<file path="config.mk">
export PLATFORM = sky130hd
export DESIGN_NAME = pipe_hazard_ctrl
export DESIGN_NICKNAME = d
export VERILOG_FILES = /design/src/rtl/pipe_hazard_ctrl.sv
export SDC_FILE = /design/constraint.sdc
export NUM_CORES = 1
export LEC_CHECK = 0
export CELL_PAD_IN_SITES_DETAIL_PLACEMENT = 1
export CELL_PAD_IN_SITES_GLOBAL_PLACEMENT = 1
export CORE_UTILIZATION = 41
export CTS_CLUSTER_DIAMETER = 30
export DETAILED_ROUTE_END_ITERATION = 12
export PLACE_DENSITY_LB_ADDON = 0.1
export SLEW_MARGIN = 30
export SYNTH_ARGS = -nofsm -noshare
export SYNTH_HDL_FRONTEND = slang
export SYNTH_SLANG_ARGS = --single-unit
</file>
<file path="constraint.sdc">
create_clock -name clk -period 3.2 [get_ports clk]
set_input_delay 0.48 -clock clk [delete_from_list [all_inputs] [get_ports clk]]
set_output_delay 0.48 -clock clk [all_outputs]
set_load 0.02 [all_outputs]
</file>
<file path="src/rtl/pipe_hazard_ctrl.sv">
// pipe_hazard_ctrl: hazard, forwarding and load-use stall control for the
// pipelined CPU. A shadow pipeline, fed only from ID, records every in-flight
// register writer. Each ID read port is matched against it to choose a
// forwarding source, and a single stall is raised when a read depends on a
// load that cannot be forwarded yet.
module pipe_hazard_ctrl #(
  parameter int  REG_W            = 4,
  parameter int  NUM_RD_PORTS     = 2,
  parameter int  FWD_STAGES       = 3,
  parameter int  LOAD_AVAIL_STAGE = 2,
  parameter int  FLUSH_DEPTH      = 2,
  parameter int  ZERO_REG         = 1,
  parameter int  PERF_W           = 16,
  localparam int SEL_W            = $clog2(FWD_STAGES + 1)
) (
  input  logic                            clk,
  input  logic                            rst,
  input  logic                            hlt,
  input  logic                            flush,
  input  logic                            id_valid,
  input  logic                            id_wr_en,
  input  logic [REG_W-1:0]                id_wr_reg,
  input  logic                            id_is_load,
  input  logic [NUM_RD_PORTS-1:0]         id_rd_en,
  input  logic [NUM_RD_PORTS*REG_W-1:0]   id_rd_reg,
  output logic [NUM_RD_PORTS*SEL_W-1:0]   fwd_sel,
  output logic                            stall,
  output logic [PERF_W-1:0]               stall_cnt,
  output logic [PERF_W-1:0]               fwd_cnt
);

  // Shadow entry k-1 describes the instruction currently in stage k
  // (index 0 = EX). Fields are kept in parallel vectors.
  logic [FWD_STAGES-1:0] sh_valid;
  logic [FWD_STAGES-1:0] sh_wr_en;
  logic [FWD_STAGES-1:0] sh_is_load;
  logic [REG_W-1:0]      sh_wr_reg [FWD_STAGES];

  logic [NUM_RD_PORTS-1:0] port_hazard;
  logic                    any_fwd;
  logic                    stage_in_bubble;
  logic [REG_W-1:0]        src;
  logic                    found;

  // Per-port forwarding select (youngest matching writer) and load-use hazard.
  always_comb begin
    fwd_sel     = '0;
    port_hazard = '0;
    src         = '0;
    found       = 1'b0;
    for (int p = 0; p < NUM_RD_PORTS; p++) begin
      src   = id_rd_reg[p*REG_W +: REG_W];
      found = 1'b0;
      for (int k = 0; k < FWD_STAGES; k++) begin
        if (!found && id_valid && id_rd_en[p] &&
            sh_valid[k] && sh_wr_en[k] && (sh_wr_reg[k] == src) &&
            !((ZERO_REG != 0) && (src == '0))) begin
          found                       = 1'b1;
          fwd_sel[p*SEL_W +: SEL_W]   = SEL_W'(k + 1);
          // Stage numbers below LOAD_AVAIL_STAGE do not yet hold load data.
          port_hazard[p]              = sh_is_load[k] && ((k + 1) < LOAD_AVAIL_STAGE);
        end
      end
    end
  end

  // Stall is suppressed whenever the pipeline is being squashed, frozen or reset.
  always_comb begin
    any_fwd         = |fwd_sel;
    stall           = (|port_hazard) && !flush && !hlt && !rst;
    stage_in_bubble = stall || flush || !id_valid;
  end

  // Shadow pipeline: shift one stage per unfrozen cycle, squash on flush.
  always_ff @(posedge clk) begin
    if (rst) begin
      sh_valid   <= '0;
      sh_wr_en   <= '0;
      sh_is_load <= '0;
      for (int k = 0; k < FWD_STAGES; k++) begin
        sh_wr_reg[k] <= '0;
      end
    end else if (!hlt) begin
      for (int k = 1; k < FWD_STAGES; k++) begin
        if (flush && (k < FLUSH_DEPTH)) begin
          sh_valid[k]   <= 1'b0;
          sh_wr_en[k]   <= 1'b0;
          sh_is_load[k] <= 1'b0;
          sh_wr_reg[k]  <= '0;
        end else begin
          sh_valid[k]   <= sh_valid[k-1];
          sh_wr_en[k]   <= sh_wr_en[k-1];
          sh_is_load[k] <= sh_is_load[k-1];
          sh_wr_reg[k]  <= sh_wr_reg[k-1];
        end
      end
      if (stage_in_bubble) begin
        sh_valid[0]   <= 1'b0;
        sh_wr_en[0]   <= 1'b0;
        sh_is_load[0] <= 1'b0;
        sh_wr_reg[0]  <= '0;
      end else begin
        sh_valid[0]   <= 1'b1;
        sh_wr_en[0]   <= id_wr_en;
        sh_is_load[0] <= id_is_load;
        sh_wr_reg[0]  <= id_wr_reg;
      end
    end
  end

  // Saturating perf counters; a stalled cycle never counts as forwarding.
  always_ff @(posedge clk) begin
    if (rst) begin
      stall_cnt <= '0;
      fwd_cnt   <= '0;
    end else if (!hlt) begin
      if (stall && (stall_cnt != '1)) begin
        stall_cnt <= stall_cnt + PERF_W'(1);
      end
      if (any_fwd && !stall && (fwd_cnt != '1)) begin
        fwd_cnt <= fwd_cnt + PERF_W'(1);
      end
    end
  end

endmodule

</file>
==> results.md <==
* Top post-synthesis cells by area: dfxtp_1 29%, edfxtp_1 13%, xor2_1 10%
* DRT Pass-1 Iters at 4
* Row count at 29
* Sequential area share after synthesis at 0.424
* Via count at 2427
* Post-Route WL at 7100 um
* Area growth syn-to-layout at 30.7%
* Die Wd at 83.0 um
* Combinational fraction of design power at 0.079
* Status: complete, no violations
* Synth Area in XOR/XNOR at 0.107
* Period minus WS final at 3010 ps
* Antenna violations before repair at 0
* #FFs+latches synth at 51
* First-pass GRT wire length at 11500 um
* Most common cell in the synthesized netlist: dfxtp_1
* WP data required at 2720 ps
* Critical path peak fanout at 4
* Period utilization at 0.940
* F_max at 0.333 GHz
* Combinational family with the most area after synthesis: simple AND/OR/NAND/NOR gates
* Unique cell type count in the Yosys netlist at 45
* Worst-Margin Slew at 558 ps
* P_leak at 1.35 nW
* DR vias/cell at 5.58
* Reg clk slew, reported paths at 100 ps
* Synthesized cell area at 2690 um^2
* Synth Area in Compound Gates at 0.115
* P_sw at 0.289 mW
* Internal Power at 0.973 mW
* Unrepaired setup endpoints after global routing: no
* Post-synthesis cell count at 294
* Avg WL per Cell at 16.3 um
* CP Capture Type: output port
* Core area at 6350 um^2
* DRT iter0 DRCs at 107
* Seq pwr share at 0.540
* GR Overflow Total at 0
* Post-synthesis async set-or-reset flop share at 0
* Net Sw Frac at 0.229
* Relative slew slack at 0.624
* Detail Route Antenna Nets at 0
* Post-synth EDFFs at 12
* Residual DRC at 0
* Pwr/cell area at 359 nW/um^2
* Largest area contributor in the netlist: dfxtp_1
* Crit path DAT at 2530 ps
* CTS tree: yes
* Syn. warnings at 0
* Adder-cell area share of the yosys netlist at 0.00929
* Max-slew violation count at 0
* Syn Area/Cell at 9.16 um^2
* Die area at 6900 um^2
* Portion of netlist area occupied by mux cells at 0.0274
* Synth top area share at 0.290
* Simple-gate share of the synthesized area at 0.287
* Post-DP HPWL at 5270 um
* Share of layout cells above drive strength 1 at 0.0922
* VDD IR max at 0.284 mV
* Final Skew at 8.46 ps
* Final worst slack at 194 ps
* CTS Buffer Depth at 2
* Worst hold path class: reg2reg
* GRT Util Overall at 0.209
* Clk sinks at 51
* # setup viols final at 0
* Hold Buf Count CTS at 0
* Clock share of power at 0.380
* Antenna cells at 0
* # fillers at 740
* Initial Util at 0.424
* Vias in the first global route at 2358
* GPL Wtd Cong at 0.944
* I/O pins at 58
* Largest net degree at the start of global routing at 40
* Max Cap Violations at 0
* Die H at 83.0 um
* CTS buffer count at 5
* Hold Fails Final Rpt at 0
* Critical Path Start Type: input pin
* Port Buffers at 57
* Post-layout nets at 380
* H-tree Lvls at 2
* Synth Net Count at 317
* Root buf cell: clkbuf_8
* Top cells by count, synth: 39 x dfxtp_1, 31 x xor2_1, 27 x nor2_1
* Worst-Skew Late Latency at 300 ps
* CP Class: in2out
* Setup TNS at 0 ps
* Top_reg_cell synth: dfxtp_1
* Worst slack at placement at 70.2 ps
* WHS at 509 ps
-- power by group through the flow --
stage               Sequential, mW  Clock, mW  Combinational, mW
floorplan                    0.691          0             0.0514
global placement             0.696          0             0.0963
detailed placement           0.697          0             0.0979
CTS                          0.682      0.493             0.0998
global route                 0.684      0.517              0.109
finish                       0.682      0.480              0.100
-- final timing paths --
kind,start,to,slack [ps],depth (start not counted)
max reg2reg,sh_wr_reg[0][4],fwd_cnt[4],760,9
min,sh_valid[2],sh_valid[2],510,2
max,id_rd_reg[5],fwd_sel[2],190,8
min reg2reg,sh_valid[2],sh_valid[2],510,2
-- critical path: stages --
cell and delay [ps]:
clkdlybuf4s50_1 520, xor2_1 210, nor4_1 240, o21ai_0 210
nor2_1 130, nand2_1 60, nand2_1 70, clkdlybuf4s50_1 590
-- kinds of logic after synthesis --
group           after synthesis
simple gates                140
flops                        51
compound gates               46
xor+xnor                     33
buf+inv                      15
mux                           7
fa+ha+maj                     2
-- routing by layer --
metal / vias to the layer above / wire (um) / global-route usage
met5: - / 0 / 0
met4: 0 / 116 / 0.0643
met3: 12 / 250 / 0.0398
met2: 50 / 3300 / 0.328
met1: 1190 / 3440 / 0.290
li1: 1175 / - / -
-- repair_timing --
action	4_1_cts	5_1_grt
setup buffers	0	0
gates cloned	0	0
gates resized for setup	1	8
setup endpoints to repair	1	5
-- metrics by stage --
step,power (mW),util,std cells,area [um^2]
4_1_cts,1.27,0.551,435,3500
5_1_grt,1.31,0.554,435,3520
3_3_place_gp,0.793,0.531,427,3370
6_report,1.26,0.554,435,3520
3_5_place_dp,0.795,0.531,427,3370
2_1_floorplan,0.743,-,294,2690
-- cells in the final DEF (no fill, tap or decap), types with 10 or more instances in the layout --
cell type / Yosys / final
a21oi_1: 15 / 15
nor2_1: 27 / 27
nor3_1: 11 / 10
nand2_1: 19 / 19
and2_1: 21 / 21
dfxtp_1: 39 / 39
clkdlybuf4s50_1: 0 / 51
edfxtp_1: 12 / 12
nand3_1: 14 / 14
or3_1: 11 / 11
buf_4: 2 / 11
xor2_1: 31 / 31
o21ai_0: 13 / 12
-- area by class of cell --
type | instances | area [um^2] | share of cell area
Clock buffer | 6 | 82.6 | 0.0235
Clock inverter | 2 | 38.8 | 0.0110
Inverter | 3 | 11.3 | 0.00320
Multi-Input combinational cell | 228 | 1480 | 0.421
Sequential cell | 51 | 1140 | 0.324
Tap cell | 77 | 96.3 | 0.0274
Timing Repair Buffer | 68 | 668 | 0.190
No activity file was read; power rests on OpenSTA's default activity.
